==> config.mk <==
export PLATFORM = sky130hd
export DESIGN_NAME = gsim_mat_mem_resp
export DESIGN_NICKNAME = d
export VERILOG_FILES = /design/src/rtl/gsim_mat_mem_resp.sv
export SDC_FILE = /design/constraint.sdc
export NUM_CORES = 1
export LEC_CHECK = 0
export BUFFER_PORTS_ARGS = -buffer_cell sky130_fd_sc_hd__buf_4
export CORE_MARGIN = 4
export CORE_UTILIZATION = 30
export CTS_BUF_LIST = sky130_fd_sc_hd__clkbuf_4
export CTS_CLUSTER_DIAMETER = 60
export DETAILED_ROUTE_END_ITERATION = 10
export GPL_TIMING_DRIVEN = 0
export PLACE_DENSITY = 0.56
export SETUP_SLACK_MARGIN = 0.05
export SLEW_MARGIN = 20
export SYNTH_ARGS = -nofsm -noshare
export SYNTH_HDL_FRONTEND = slang
export SYNTH_SLANG_ARGS = --single-unit
==> constraint.sdc <==
create_clock -name i_clk -period 34.6 [get_ports i_clk]
set_clock_uncertainty 0.1 [all_clocks]
set_input_delay 1.73 -clock i_clk [delete_from_list [all_inputs] [get_ports i_clk]]
set_output_delay 1.73 -clock i_clk [all_outputs]
set_load 0.01 [all_outputs]
==> src/rtl/gsim_mat_mem_resp.sv <==
// gsim_mat_mem_resp
//   Matrix-memory responder for the GSIM solver. Row-read requests (10-bit
//   row address) are queued in a small FIFO. Each row is fetched from a
//   single-port 64-bit SRAM as four consecutive beats. The beats are
//   assembled into a 256-bit row, which is returned with a one-cycle valid
//   pulse. Fixed 6-cycle latency from acceptance (empty queue) to valid.
//   Sustained throughput is one row per 4 cycles, in acceptance order.
//
// Optional feature: define GSIM_MEM_RANGE_CHK_EN to enable the row range
//   check. Rows >= 17*i_matrix_num are then returned as zero with
//   o_range_err, and the SRAM is not read for them.
//
// Ports:
//   i_clk, i_reset      clock, asynchronous active-high reset
//   i_rreq, i_addr      read request / row address (taken on i_rreq && o_rrdy)
//   i_matrix_num        loaded problem count (range check only)
//   o_rrdy              request queue can accept this cycle (registered)
//   o_dout, o_dout_vld  assembled row and its one-cycle valid pulse
//   o_range_err         out-of-range flag, pulses with o_dout_vld
//   o_sram_ren          SRAM read enable
//   o_sram_addr         SRAM word address {row, beat}
//   i_sram_q            SRAM read data, valid one cycle after o_sram_ren
module gsim_mat_mem_resp #(
  parameter int FIFO_DEPTH = 2
) (
  input  logic         i_clk,
  input  logic         i_reset,
  input  logic         i_rreq,
  input  logic [9:0]   i_addr,
  input  logic [4:0]   i_matrix_num,
  output logic         o_rrdy,
  output logic [255:0] o_dout,
  output logic         o_dout_vld,
  output logic         o_range_err,
  output logic         o_sram_ren,
  output logic [11:0]  o_sram_addr,
  input  logic [63:0]  i_sram_q
);

  localparam int PW = $clog2(FIFO_DEPTH);
  localparam int CW = PW + 1;

  typedef enum logic {S_IDLE, S_ISSUE} state_t;

  // ---------------- request FIFO ----------------
  logic [9:0]    fifo_mem [FIFO_DEPTH];
  logic [PW-1:0] wr_ptr_reg, rd_ptr_reg;
  logic [CW-1:0] count_reg, count_next;
  logic          rrdy_reg;
  logic          push, pop;
  logic [9:0]    head_row;

  // A full queue never accepts, even if a pop happens in the same cycle,
  // because o_rrdy is a register computed from the previous cycle.
  assign push     = i_rreq && rrdy_reg;
  assign head_row = fifo_mem[rd_ptr_reg];
  assign o_rrdy   = rrdy_reg;

  always_comb begin
    count_next = count_reg;
    if (push && !pop)
      count_next = count_reg + CW'(1);
    else if (pop && !push)
      count_next = count_reg - CW'(1);
  end

  always_ff @(posedge i_clk) begin
    if (push)
      fifo_mem[wr_ptr_reg] <= i_addr;
  end

  always_ff @(posedge i_clk or posedge i_reset) begin
    if (i_reset) begin
      wr_ptr_reg <= '0;
      rd_ptr_reg <= '0;
      count_reg  <= '0;
      rrdy_reg   <= 1'b0;
    end else begin
      if (push)
        wr_ptr_reg <= wr_ptr_reg + PW'(1);
      if (pop)
        rd_ptr_reg <= rd_ptr_reg + PW'(1);
      count_reg <= count_next;
      rrdy_reg  <= (count_next < CW'(FIFO_DEPTH));
    end
  end

  // ---------------- fetch FSM ----------------
  state_t     state_reg, state_next;
  logic [1:0] beat_reg, beat_next;
  logic       issue;
  logic       row_err;

  always_ff @(posedge i_clk or posedge i_reset) begin
    if (i_reset) begin
      state_reg <= S_IDLE;
      beat_reg  <= 2'd0;
    end else begin
      state_reg <= state_next;
      beat_reg  <= beat_next;
    end
  end

  always_comb begin
    state_next = state_reg;
    beat_next  = beat_reg;
    pop        = 1'b0;
    issue      = 1'b0;
    case (state_reg)
      S_IDLE: begin
        beat_next = 2'd0;
        if (count_reg != '0)
          state_next = S_ISSUE;
      end
      S_ISSUE: begin
        issue     = 1'b1;
        beat_next = beat_reg + 2'd1;
        if (beat_reg == 2'd3) begin
          pop       = 1'b1;
          beat_next = 2'd0;
          // Continue without a bubble only if another row was already queued
          // before this cycle; a row pushed right now goes through IDLE so the
          // latency from acceptance stays fixed.
          if (count_reg > CW'(1))
            state_next = S_ISSUE;
          else
            state_next = S_IDLE;
        end
      end
      default: state_next = S_IDLE;
    endcase
  end

`ifdef GSIM_MEM_RANGE_CHK_EN
  logic [9:0] row_limit;
  assign row_limit = {5'd0, i_matrix_num} * 10'd17;
  assign row_err   = issue && (head_row >= row_limit);
`else
  logic unused_matrix_num;
  assign unused_matrix_num = ^i_matrix_num;
  assign row_err           = 1'b0;
`endif

  // Out-of-range rows keep their four issue slots but do not touch the SRAM.
  assign o_sram_ren  = issue && !row_err;
  assign o_sram_addr = issue ? {head_row, beat_reg} : 12'd0;

  // ---------------- tag pipeline (follows each issue by one cycle) ----------------
  logic       tag_vld_reg, tag_last_reg, tag_err_reg;
  logic [1:0] tag_beat_reg;

  always_ff @(posedge i_clk or posedge i_reset) begin
    if (i_reset) begin
      tag_vld_reg  <= 1'b0;
      tag_last_reg <= 1'b0;
      tag_err_reg  <= 1'b0;
      tag_beat_reg <= 2'd0;
    end else begin
      tag_vld_reg  <= issue;
      tag_last_reg <= issue && (beat_reg == 2'd3);
      tag_err_reg  <= row_err;
      tag_beat_reg <= beat_reg;
    end
  end

  // ---------------- assembly and output ----------------
  logic [63:0]  beat_data;
  logic [2:0]   lane_we;
  logic [191:0] asm_reg;
  logic [255:0] dout_reg;
  logic         dout_vld_reg, range_err_reg;

  assign beat_data = tag_err_reg ? 64'd0 : i_sram_q;

  // Beats 0..2 park in the assembly register; beat 3 goes straight into the
  // output register together with them, so the next row's beat 0 can land in
  // the assembly register on the very next cycle.
  genvar gi;
  generate
    for (gi = 0; gi < 3; gi++) begin : g_lane
      assign lane_we[gi] = tag_vld_reg && (tag_beat_reg == 2'(gi));
    end
  endgenerate

  always_ff @(posedge i_clk or posedge i_reset) begin
    if (i_reset) begin
      asm_reg       <= '0;
      dout_reg      <= '0;
      dout_vld_reg  <= 1'b0;
      range_err_reg <= 1'b0;
    end else begin
      for (int k = 0; k < 3; k++) begin
        if (lane_we[k])
          asm_reg[64*k +: 64] <= beat_data;
      end
      dout_vld_reg  <= tag_vld_reg && tag_last_reg;
      range_err_reg <= tag_vld_reg && tag_last_reg && tag_err_reg;
      if (tag_vld_reg && tag_last_reg)
        dout_reg <= {beat_data, asm_reg};
    end
  end

  assign o_dout      = dout_reg;
  assign o_dout_vld  = dout_vld_reg;
  assign o_range_err = range_err_reg;

endmodule

==> flow_summary_export.csv, run 1 <==
group,metric,value,unit
setup_path,crit_type,"flip-flop to primary output",
sta,setup_viol,0,
yosys,synthFlopType,"dfrtp_1",
power,ir_worst_vdd,0.0377,mV
yosys,syn-cell-area,18300,um2
grt,antenna_found_initial,3,
sta,tightest_slew,932,ps
cts,worstSkewPairLatency,900,ps
cts,cts_hold_buf,0,
cts,root_buffer,"clkbuf_4",
setup_path,end_kind,"primary output",
finish,area_growth,30.3,%
run_status,outcome,"complete, no violations",
floorplanning,dieArea,65100,um2
setup_path,path_max_fanout,10,
drt,met1_length,20.3,mm
setup_path,slowest_stage,"dfrtp_1",
cts,cts-resized-gates,0,
sta,max-slew-margin-rel,37.6,%
drt,dr_total_vias,10700,
finish,nNetsFinal,1617,
power,power.static_leakage,11.0,nW
drt,wl_met2,21.8,mm
floorplanning,die_h,255,um
yosys,synth-edff-count,20,
cts,h-tree-depth,4,
place,hpwl,31.9,mm
drt,drc_errors,0,
yosys,yosysWarnings,0,
grt,grt_pass1_vias,11600,
power,power.density,107,nW/um2
yosys,synth_area_per_cell,17.6,um2
drt,routed_wl,46.6,mm
yosys,synthCells,1039,
sta,drv_slew,0,
cts,cts_tree,"yes",
yosys,synth_nets,1126,
floorplanning,die_w,255,um
cts,cts_inserted_buffers,137,
job,cap_viol_max_count,0,
floorplanning,pin_count,354,
grt,grt_max_degree,92,
grt,grt_overflow,0,
finish,stdcell_area,23900,um2
yosys,synth_cell_types,33,
sta,final.setup.tns,0,ps
sta,rsz0062_at_grt,"false",
yosys,yosysSeqAreaShare,66.3,%
setup_path,cp-start-kind,"flip-flop",
drt,drt_iter0_markers,362,
cts,cts_num_sinks,481,
cts,cts_buffer_depth,3,
yosys,async_reset_ff_share,95.8,%
setup_path,critPathRequiredTime,32770,ps
sta,max_freq,0.244,GHz
place,finalWeightedCongestion,0.716,
drt,viasPerCell,4.42,
cts,cts_setup_buffers,0,
yosys,ys_ff_latch,481,
setup_path,cp.arrival,2270,ps
grt,grt_pass1_wl,71.2,mm
min_path,hold_class,"flip-flop to flip-flop",
place,placed_area,22000,um2
setup_path,cpPeakStageDelay,560,ps
setup_path,crit_path_cell_trace,"clkbuf_1 > nor2b_1 > buf_4",
finish,n_fill_cell,5723,
floorplanning,floorplan.initialDensity,30.3,%
sta,layout_min_cycle_time,4100,ps
finish,drive_gt1_share,58.4,%
setup_path,path_buf_inv,2,
drt,met3_wirelength,3.49,mm
drt,wl_per_cell,19.3,um
finish,largest_reg_flops,256,
drt,first_pass_iters,4,
sta,hold_viol,0,
sta,finalCritPeriodShare,11.9,%
setup_path,path_delay_family,"buffers and inverters",
drt,final_antenna_net_count,0,
grt,track_usage,14.5,%
floorplanning,rows,90,
floorplanning,fp.coreArea,60400,um2
place,io_buffer_count,347,
cts,clkTransAtPathRegs,60,ps
drt,highest_layer,"met4",
[path summary, 6_finish.rpt]
check / slack, ps / startpoint / cells after the start / to
hold reg to reg: 310 / beat_reg[1] / 0 / tag_beat_reg[1]
hold / removal: 310 / beat_reg[1] / 0 / tag_beat_reg[1]
setup reg to reg: 32540 / tag_vld_reg / 5 / o_dout[198]
max in group asynchronous: 32050 / i_reset / 5 / o_dout[61]
setup / recovery: 30500 / state_reg / 3 / o_sram_addr[6]
min in group asynchronous: 750 / i_reset / 2 / asm_reg[90]
[area by class of cell]
class,instances,area [um2],share of cell area (%)
clock inverter,38,267,1.12
antenna,3,7.51,0.0314
timing repair buffer,352,2740,11.5
buffer,51,447,1.87
inverter,6,30.0,0.126
sequential,481,12100,50.8
tap,782,978,4.10
multi-input combinational,501,5710,23.9
clock buffer,207,1550,6.51
[cells by family after synthesis]
group                    after synthesis  share of synthesized area [%]
AO/OA/AOI/OAI                          6                          0.212
XOR/XNOR                               2                         0.0957
adder cells (fa/ha/maj)                5                          0.342
buffers and inverters                 57                           2.56
flip-flops                           481                           66.3
multiplexers                         458                           29.5
other                                  1                         0.0205
AND/OR/NAND/NOR                       29                           1.00
[layer usage]
metal	GRT usage, %	vias up
met1	18.5	5559
met5	0	-
met4	5.49	0
li1	-	4763
met3	5.82	81
met2	22.4	304
[stage by stage]
step | power (mW) | setup slack (ps) | hold WS, ps | cells | util (%)
final | 2.56 | 30500 | 305 | 2421 | 39.6
after floorplan | 1.58 | 19920 | 271 | 1039 | -
after global routing | 2.74 | 30220 | 316 | 2421 | 39.6
after global placement | 2.02 | 14740 | 290 | 2168 | 36.3
after detailed placement | 2.05 | 30990 | 297 | 2173 | 36.5
after CTS | 2.62 | 30320 | 310 | 2418 | 39.5
[cells in the final DEF (no fill, tap or decap), types with 4 or more instances in the layout]
master     synthesis  layout
bufinv_16          0       4
inv_2              1       5
edfxtp_1          20      20
buf_6             14      14
dfrtp_1          461     461
clkinv_1           0      24
mux2i_1           10      10
mux2_2           259     259
ha_1               5       5
inv_1              5       4
buf_4             14     361
mux2_4            69      69
nor2b_1           13      13
buf_2             15      15
buf_16             0       5
buf_8              7       7
clkbuf_4           0     207
mux2_1           120     120
[Yosys cell counts, types with 2 or more instances]
master | number | area share [%]
dfrtp_1 | 461 | 63
mux2_2 | 259 | 16
mux2_1 | 120 | 7.4
mux2_4 | 69 | 5.7
edfxtp_1 | 20 | 3.3
buf_2 | 15 | 0.41
buf_4 | 14 | 0.57
buf_6 | 14 | 0.86
nor2b_1 | 13 | 0.44
mux2i_1 | 10 | 0.55
buf_8 | 7 | 0.57
ha_1 | 5 | 0.34
inv_1 | 5 | 0.10
and2_1 | 3 | 0.10
nand2_1 | 3 | 0.061
nand2b_1 | 2 | 0.068
nand3b_1 | 2 | 0.082
xnor2_1 | 2 | 0.096
[report_power, final]
| group | total (mW) | switching [mW] | internal [mW] |
|---|---|---|---|
| combinational | 1.01 | 0.431 | 0.578 |
| sequential | 1.00 | 0.148 | 0.856 |
| clock | 0.546 | 0.243 | 0.303 |
| total | 2.56 | 0.821 | 1.74 |
(Power assumes the default switching activity.)
==> run 2, diff against run 1 <==
--- a/config.mk
+++ b/config.mk
@@ -12,7 +12,7 @@
 export CTS_CLUSTER_DIAMETER = 60
 export DETAILED_ROUTE_END_ITERATION = 10
 export GPL_TIMING_DRIVEN = 0
-export PLACE_DENSITY = 0.56
+export PLACE_DENSITY = 0.57
 export SETUP_SLACK_MARGIN = 0.05
 export SLEW_MARGIN = 20
 export SYNTH_ARGS = -nofsm -noshare
==> constraint.sdc (replaced) <==
create_clock -name i_clk -period 3.3 [get_ports i_clk]
set_clock_uncertainty 0.1 [all_clocks]
set_input_delay 0.165 -clock i_clk [delete_from_list [all_inputs] [get_ports i_clk]]
set_output_delay 0.165 -clock i_clk [all_outputs]
set_load 0.01 [all_outputs]
==> run 2 against run 1 <==
  * Global-route usage is 0.48 points higher
  * Combinational power rose to 11 times the previous value
  * Worst hold slack improved by 24 ps
  * Setup slack got worse by 30000 ps
  * Utilization increased by 2.6 points
==> flow_summary_export.csv, run 2 (synthesized netlist as in run 1, its figures left out) <==
group,metric,value,unit
finish,nNetsFinal,1778,
finish,stdcell_area,25400,um2
cts,cts_setup_buffers,0,
place,io_buffer_count,347,
setup_path,crit_path_cell_trace,"clkbuf_1 > nor2b_1 > buf_4",
finish,instances_no_fill,2561,
cts,root_buffer,"clkbuf_4",
cts,clkTransAtPathRegs,60,ps
setup_path,crit_type,"flip-flop to primary output",
floorplanning,dieArea,65100,um2
setup_path,end_kind,"primary output",
cts,cts_inserted_buffers,136,
setup_path,critPathRequiredTime,3030,ps
cts,cts_tree,"yes",
power,power_frac_comb,40.2,%
sta,setup_viol,0,
grt,track_usage,15.0,%
floorplanning,rows,90,
setup_path,cp.arrival,2290,ps
place,finalWeightedCongestion,0.722,
power,ir_worst_vdd,0.477,mV
power,internal_power,18.1,mW
floorplanning,die_h,255,um
sta,drv_slew,0,
cts,cts_buffer_depth,3,
power,net-switching-power,8.58,mW
floorplanning,die_w,255,um
drt,first_pass_iters,6,
sta,hold_viol,0,
setup_path,cpPeakStageDelay,590,ps
setup_path,slowest_stage,"dfrtp_1",
run_status,outcome,"complete, no violations",
place,dp.cells,2183,
finish,layout_commonest_cell,"dfrtp_1",
setup_path,path_max_fanout,10,
job,cap_viol_max_count,0,
drt,routed_wl,48.0,mm
power,totalPowerFinal,26.7,mW
floorplanning,floorplan.initialDensity,30.3,%
cts,cts_num_sinks,481,
sta,tightest_slew,894,ps
sta,max-slew-margin-rel,40.2,%
min_path,hold_class,"flip-flop to flip-flop",
drt,drc_errors,0,
sta,max_freq,0.392,GHz
grt,antenna_found_initial,2,
finish,mostFrequentLayoutCells,"dfrtp_1, buf_4, mux2_2, clkbuf_4, dlygate4sd3_1",
sta,layout_min_cycle_time,2550,ps
sta,finalCritPeriodShare,77.4,%
grt,grt_pass1_wl,74.0,mm
sta,rsz0062_at_grt,"false",
finish,area_growth,38.8,%
cts,worstSkewPairLatency,910,ps
power,p_sw_share,32.1,%
grt,grt_overflow,0,
floorplanning,pin_count,354,
drt,wl_per_cell,18.7,um
setup_path,path_delay_family,"flip-flops",
place,placed_area,22200,um2
drt,drt_iter0_markers,284,
floorplanning,fp.coreArea,60400,um2
place,hpwl,32.3,mm
finish,largest_reg_flops,256,
setup_path,path_buf_inv,2,
drt,final_antenna_net_count,0,
power,p_seq_share,39.4,%
power,power.static_leakage,11.6,nW
finish,n_fill_cell,5598,
grt,grt_pass1_vias,12500,
drt,viasPerCell,4.37,
setup_path,cp-start-kind,"flip-flop",
finish,drive_gt1_share,53.6,%
power,power.density,1050,nW/um2
grt,grt_max_degree,35,
drt,dr_total_vias,11200,
cts,h-tree-depth,4,
power,clkPwrFrac,20.4,%
-- run 2: cell count changes in the layout (fill, tap and decap cells not counted), sizes merged --
cell / delta
dlygate4sd3: +152
clkbuf: -14
buf: +10
clkinv: -8
diode: +1
inv: -1
-- run 2: per-layer routing --
layer	global-route usage, %	part of all wire (%)	vias to the layer above
li1	-	-	5073
met1	18.3	42	5669
met2	23.7	47	334
met3	5.49	7.1	108
met4	7.08	3.3	0
met5	0	0	-
-- run 2: cell type report --
class | instances | area (um2) | share of cell area [%]
Timing Repair Buffer | 514 | 4430 | 17.4
Sequential cell | 481 | 12100 | 47.7
Clock inverter | 29 | 234 | 0.921
Antenna cell | 4 | 10.0 | 0.0394
Clock buffer | 193 | 1450 | 5.70
Buffer | 51 | 447 | 1.76
Inverter | 6 | 26.3 | 0.103
Multi-Input combinational cell | 501 | 5710 | 22.5
Tap cell | 782 | 978 | 3.85
-- run 2: what timing repair did --
item,4_1_cts,5_1_grt
hold buffers,152,0
gates resized for setup,0,0
endpoints found under the hold margin,630,0
-- run 2: path summary, 6_finish.rpt --
path | end | cells past startpoint | slack, ps | from
worst min-delay path | tag_beat_reg[1] | 0 | 330 | beat_reg[1]
worst max register to register | o_dout[188] | 5 | 1230 | tag_vld_reg
worst max-delay path | o_sram_addr[6] | 3 | 750 | state_reg
min in group asynchronous | o_dout[225] | 4 | 360 | i_reset
max in group asynchronous | o_dout[8] | 10 | 1000 | i_reset
worst min register to register | tag_beat_reg[1] | 0 | 330 | beat_reg[1]
-- run 2: through the flow --
stage | TNS, ps | hold slack [ps] | utilization [%] | worst slack, ps
floorplan | -1477030 | 164 | - | -3200
global placement | -2671790 | 250 | 36.3 | -5870
detailed placement | 0 | 113 | 36.8 | 1140
CTS | 0 | 162 | 42.1 | 456
global route | 0 | 280 | 42.1 | 471
finish | 0 | 329 | 42.1 | 746
-- run 2: power groups by stage --
| stage | logic, mW | clock network, mW | registers, mW |
|---|---|---|---|
| after floorplan | 5.53 | 0 | 11.0 |
| after global routing | 11.6 | 6.06 | 10.9 |
| after global placement | 10.6 | 0 | 10.6 |
| after CTS | 11.0 | 5.74 | 10.6 |
| after detailed placement | 10.9 | 0 | 10.6 |
| final | 10.7 | 5.45 | 10.5 |
==> run 3, diff against run 2 <==
--- a/config.mk
+++ b/config.mk
@@ -12,7 +12,7 @@
 export CTS_CLUSTER_DIAMETER = 60
 export DETAILED_ROUTE_END_ITERATION = 10
 export GPL_TIMING_DRIVEN = 0
-export PLACE_DENSITY = 0.57
+export PLACE_DENSITY = 0.56
 export SETUP_SLACK_MARGIN = 0.05
 export SLEW_MARGIN = 20
 export SYNTH_ARGS = -nofsm -noshare
==> constraint.sdc (replaced) <==
create_clock -name i_clk -period 2.5 [get_ports i_clk]
set_clock_uncertainty 0.1 [all_clocks]
set_input_delay 0.125 -clock i_clk [delete_from_list [all_inputs] [get_ports i_clk]]
set_output_delay 0.125 -clock i_clk [all_outputs]
set_load 0.01 [all_outputs]
==> run 3 against run 2 <==
  * First-iteration DRC count is 9.5% higher
  * Via count rose by 1.7%
  * Global-route usage grew 0.15 points
  * Critical path depth is 1 higher
  * Critical endpoint is now o_sram_addr[3]
  * Non-clock buffer count up 1
  * Combinational power is 34% higher
  * Sequential power up 32%
  * Power grew 33%
  * Die area unchanged
  * Register-to-register slack worse by 740 ps
  * Routed wire length rose by 1.8%
  * Sequential share of layout area fell by 0.14 points
==> flow_summary_export.csv, run 3 (synthesized netlist as in run 1, its figures left out) <==
group,metric,value,unit
setup_path,cp-start-kind,"flip-flop",
setup_path,r2r_cells,5,
sta,finalCritPeriodShare,88.7,%
floorplanning,floorplan.initialDensity,30.3,%
drt,routed_wl,48.9,mm
cts,cts_num_sinks,481,
drt,first_pass_iters,4,
drt,final_antenna_net_count,0,
grt,grt_pass1_wl,74.3,mm
power,ir_worst_vdd,0.661,mV
power,power.density,1390,nW/um2
floorplanning,rows,90,
sta,hold_viol,0,
sta,drv_slew,0,
setup_path,r2r_start,"tag_vld_reg",
grt,grt_overflow,0,
setup_path,r2r_slack,490,ps
setup_path,critPathRequiredTime,2280,ps
floorplanning,die_h,255,um
finish,postLayoutCoreUtil,42.2,%
sta,setup_viol,0,
sta,final.setup.tns,0,ps
sta,max-slew-margin-rel,39.7,%
sta,tightest_slew,901,ps
finish,mostFrequentLayoutCells,"dfrtp_1, buf_4, mux2_2, clkbuf_4, dlygate4sd3_1",
finish,layout_commonest_cell,"dfrtp_1",
place,finalWeightedCongestion,0.729,
floorplanning,die_w,255,um
floorplanning,pin_count,354,
grt,grt_max_degree,35,
cts,cts_tree,"yes",
grt,grt_pass1_vias,12400,
sta,rsz0062_at_grt,"false",
finish,instances_no_fill,2573,
power,power.static_leakage,11.6,nW
job,cap_viol_max_count,0,
min_path,min_to,"fifo_mem[1][9]",
finish,nNetsFinal,1779,
cts,cts_inserted_buffers,136,
min_path,holdPathStages,3,
place,hpwl,32.6,mm
grt,track_usage,15.1,%
sta,max_freq,0.451,GHz
cts,h-tree-depth,4,
min_path,min_from,"i_rreq",
run_status,outcome,"complete, no violations",
finish,drive_gt1_share,53.8,%
place,dp.cells,2183,
setup_path,crit_type,"flip-flop to primary output",
place,io_buffer_count,347,
cts,cts_buffer_depth,3,
cts,clkTransAtPathRegs,80,ps
drt,dr_total_vias,11400,
finish,area_growth,39.2,%
sta,hold_ws,321,ps
drt,drt_iter0_markers,311,
cts,worstSkewPairLatency,910,ps
floorplanning,fp.coreArea,60400,um2
setup_path,cp.arrival,1990,ps
drt,viasPerCell,4.42,
grt,antenna_found_initial,5,
setup_path,rr_endpoint,"o_dout[183]",
setup_path,end_kind,"primary output",
min_path,hold_class,"input pin to flip-flop",
cts,root_buffer,"clkbuf_4",
sta,layout_min_cycle_time,2220,ps
finish,n_fill_cell,5545,
floorplanning,dieArea,65100,um2
drt,wl_per_cell,19.0,um
drt,drc_errors,0,
finish,largest_reg_flops,256,
setup_path,path_max_fanout,10,
==> run 3: cell types whose count changed in the layout (fill, tap and decap cells not counted), sizes merged <==
cell / change
clkinvlp: -2
diode: +3
clkinv: +5
clkbuf: +4
inv: +1
buf: +1
==> run 3: what timing repair did <==
item | 4_1_cts | 5_1_grt
endpoints found under the hold margin | 600 | 0
resized for setup | 7 | 0
buffers inserted | 1 | 0
hold buffers | 152 | 0
setup endpoints to repair | 11 | 0
==> run 3: stage by stage <==
step                      total power, mW  instance area, um2  setup WS [ps]
after floorplan                      21.9               18300          -3960
after CTS                            36.3               25500           63.5
final                                35.5               25500            283
after detailed placement             28.4               22200            418
after global placement               28.0               21900          -6620
after global routing                 37.9               25500           84.2
==> run 3: cell type report <==
type | instances | area [um2] | area share [%]
Sequential cell | 481 | 12100 | 47.6
Multi-Input combinational cell | 501 | 5720 | 22.4
Timing Repair Buffer | 515 | 4440 | 17.4
Clock buffer | 197 | 1480 | 5.80
Tap cell | 782 | 978 | 3.84
Buffer | 51 | 457 | 1.79
Clock inverter | 33 | 234 | 0.918
Inverter | 6 | 26.3 | 0.103
Antenna cell | 7 | 17.5 | 0.0687
==> run 3: worst max-delay path by stage <==
| stage | startpoint | to | slack, ps | cells after the start |
|---|---|---|---|---|
| after CTS | rd_ptr_reg | o_sram_addr[3] | 60 | 4 |
| after detailed placement | tag_vld_reg | o_dout[191] | 420 | 5 |
| final | rd_ptr_reg | o_sram_addr[3] | 280 | 4 |
| after global placement | i_reset | asm_reg[134] | -6620 | 2 |
| after floorplan | i_reset | asynchronous set/reset pin | -3960 | 1 |
| after global routing | rd_ptr_reg | o_sram_addr[2] | 80 | 4 |
==> run 3: worst max-delay path, stage by stage (launching register included) <==
cell and delay, ps:
dfrtp_1 390, buf_6 200, mux2i_4 260, nor2b_1 70, buf_4 140
==> run 3: layer usage <==
| layer | global-route usage (%) | vias up | share of wire [%] |
|---|---|---|---|
| met2 | 24.5 | 329 | 48 |
| met4 | 5.97 | 0 | 3.0 |
| met5 | 0 | - | 0 |
| met1 | 18.1 | 5823 | 42 |
| met3 | 6.18 | 108 | 7.2 |
| li1 | - | 5114 | - |
==> run 3: where the power goes <==
part	switching, mW	total [mW]	internal, mW
combinational	6.09	14.3	8.21
clock	3.27	7.27	4.00
sequential	2.06	13.9	11.8
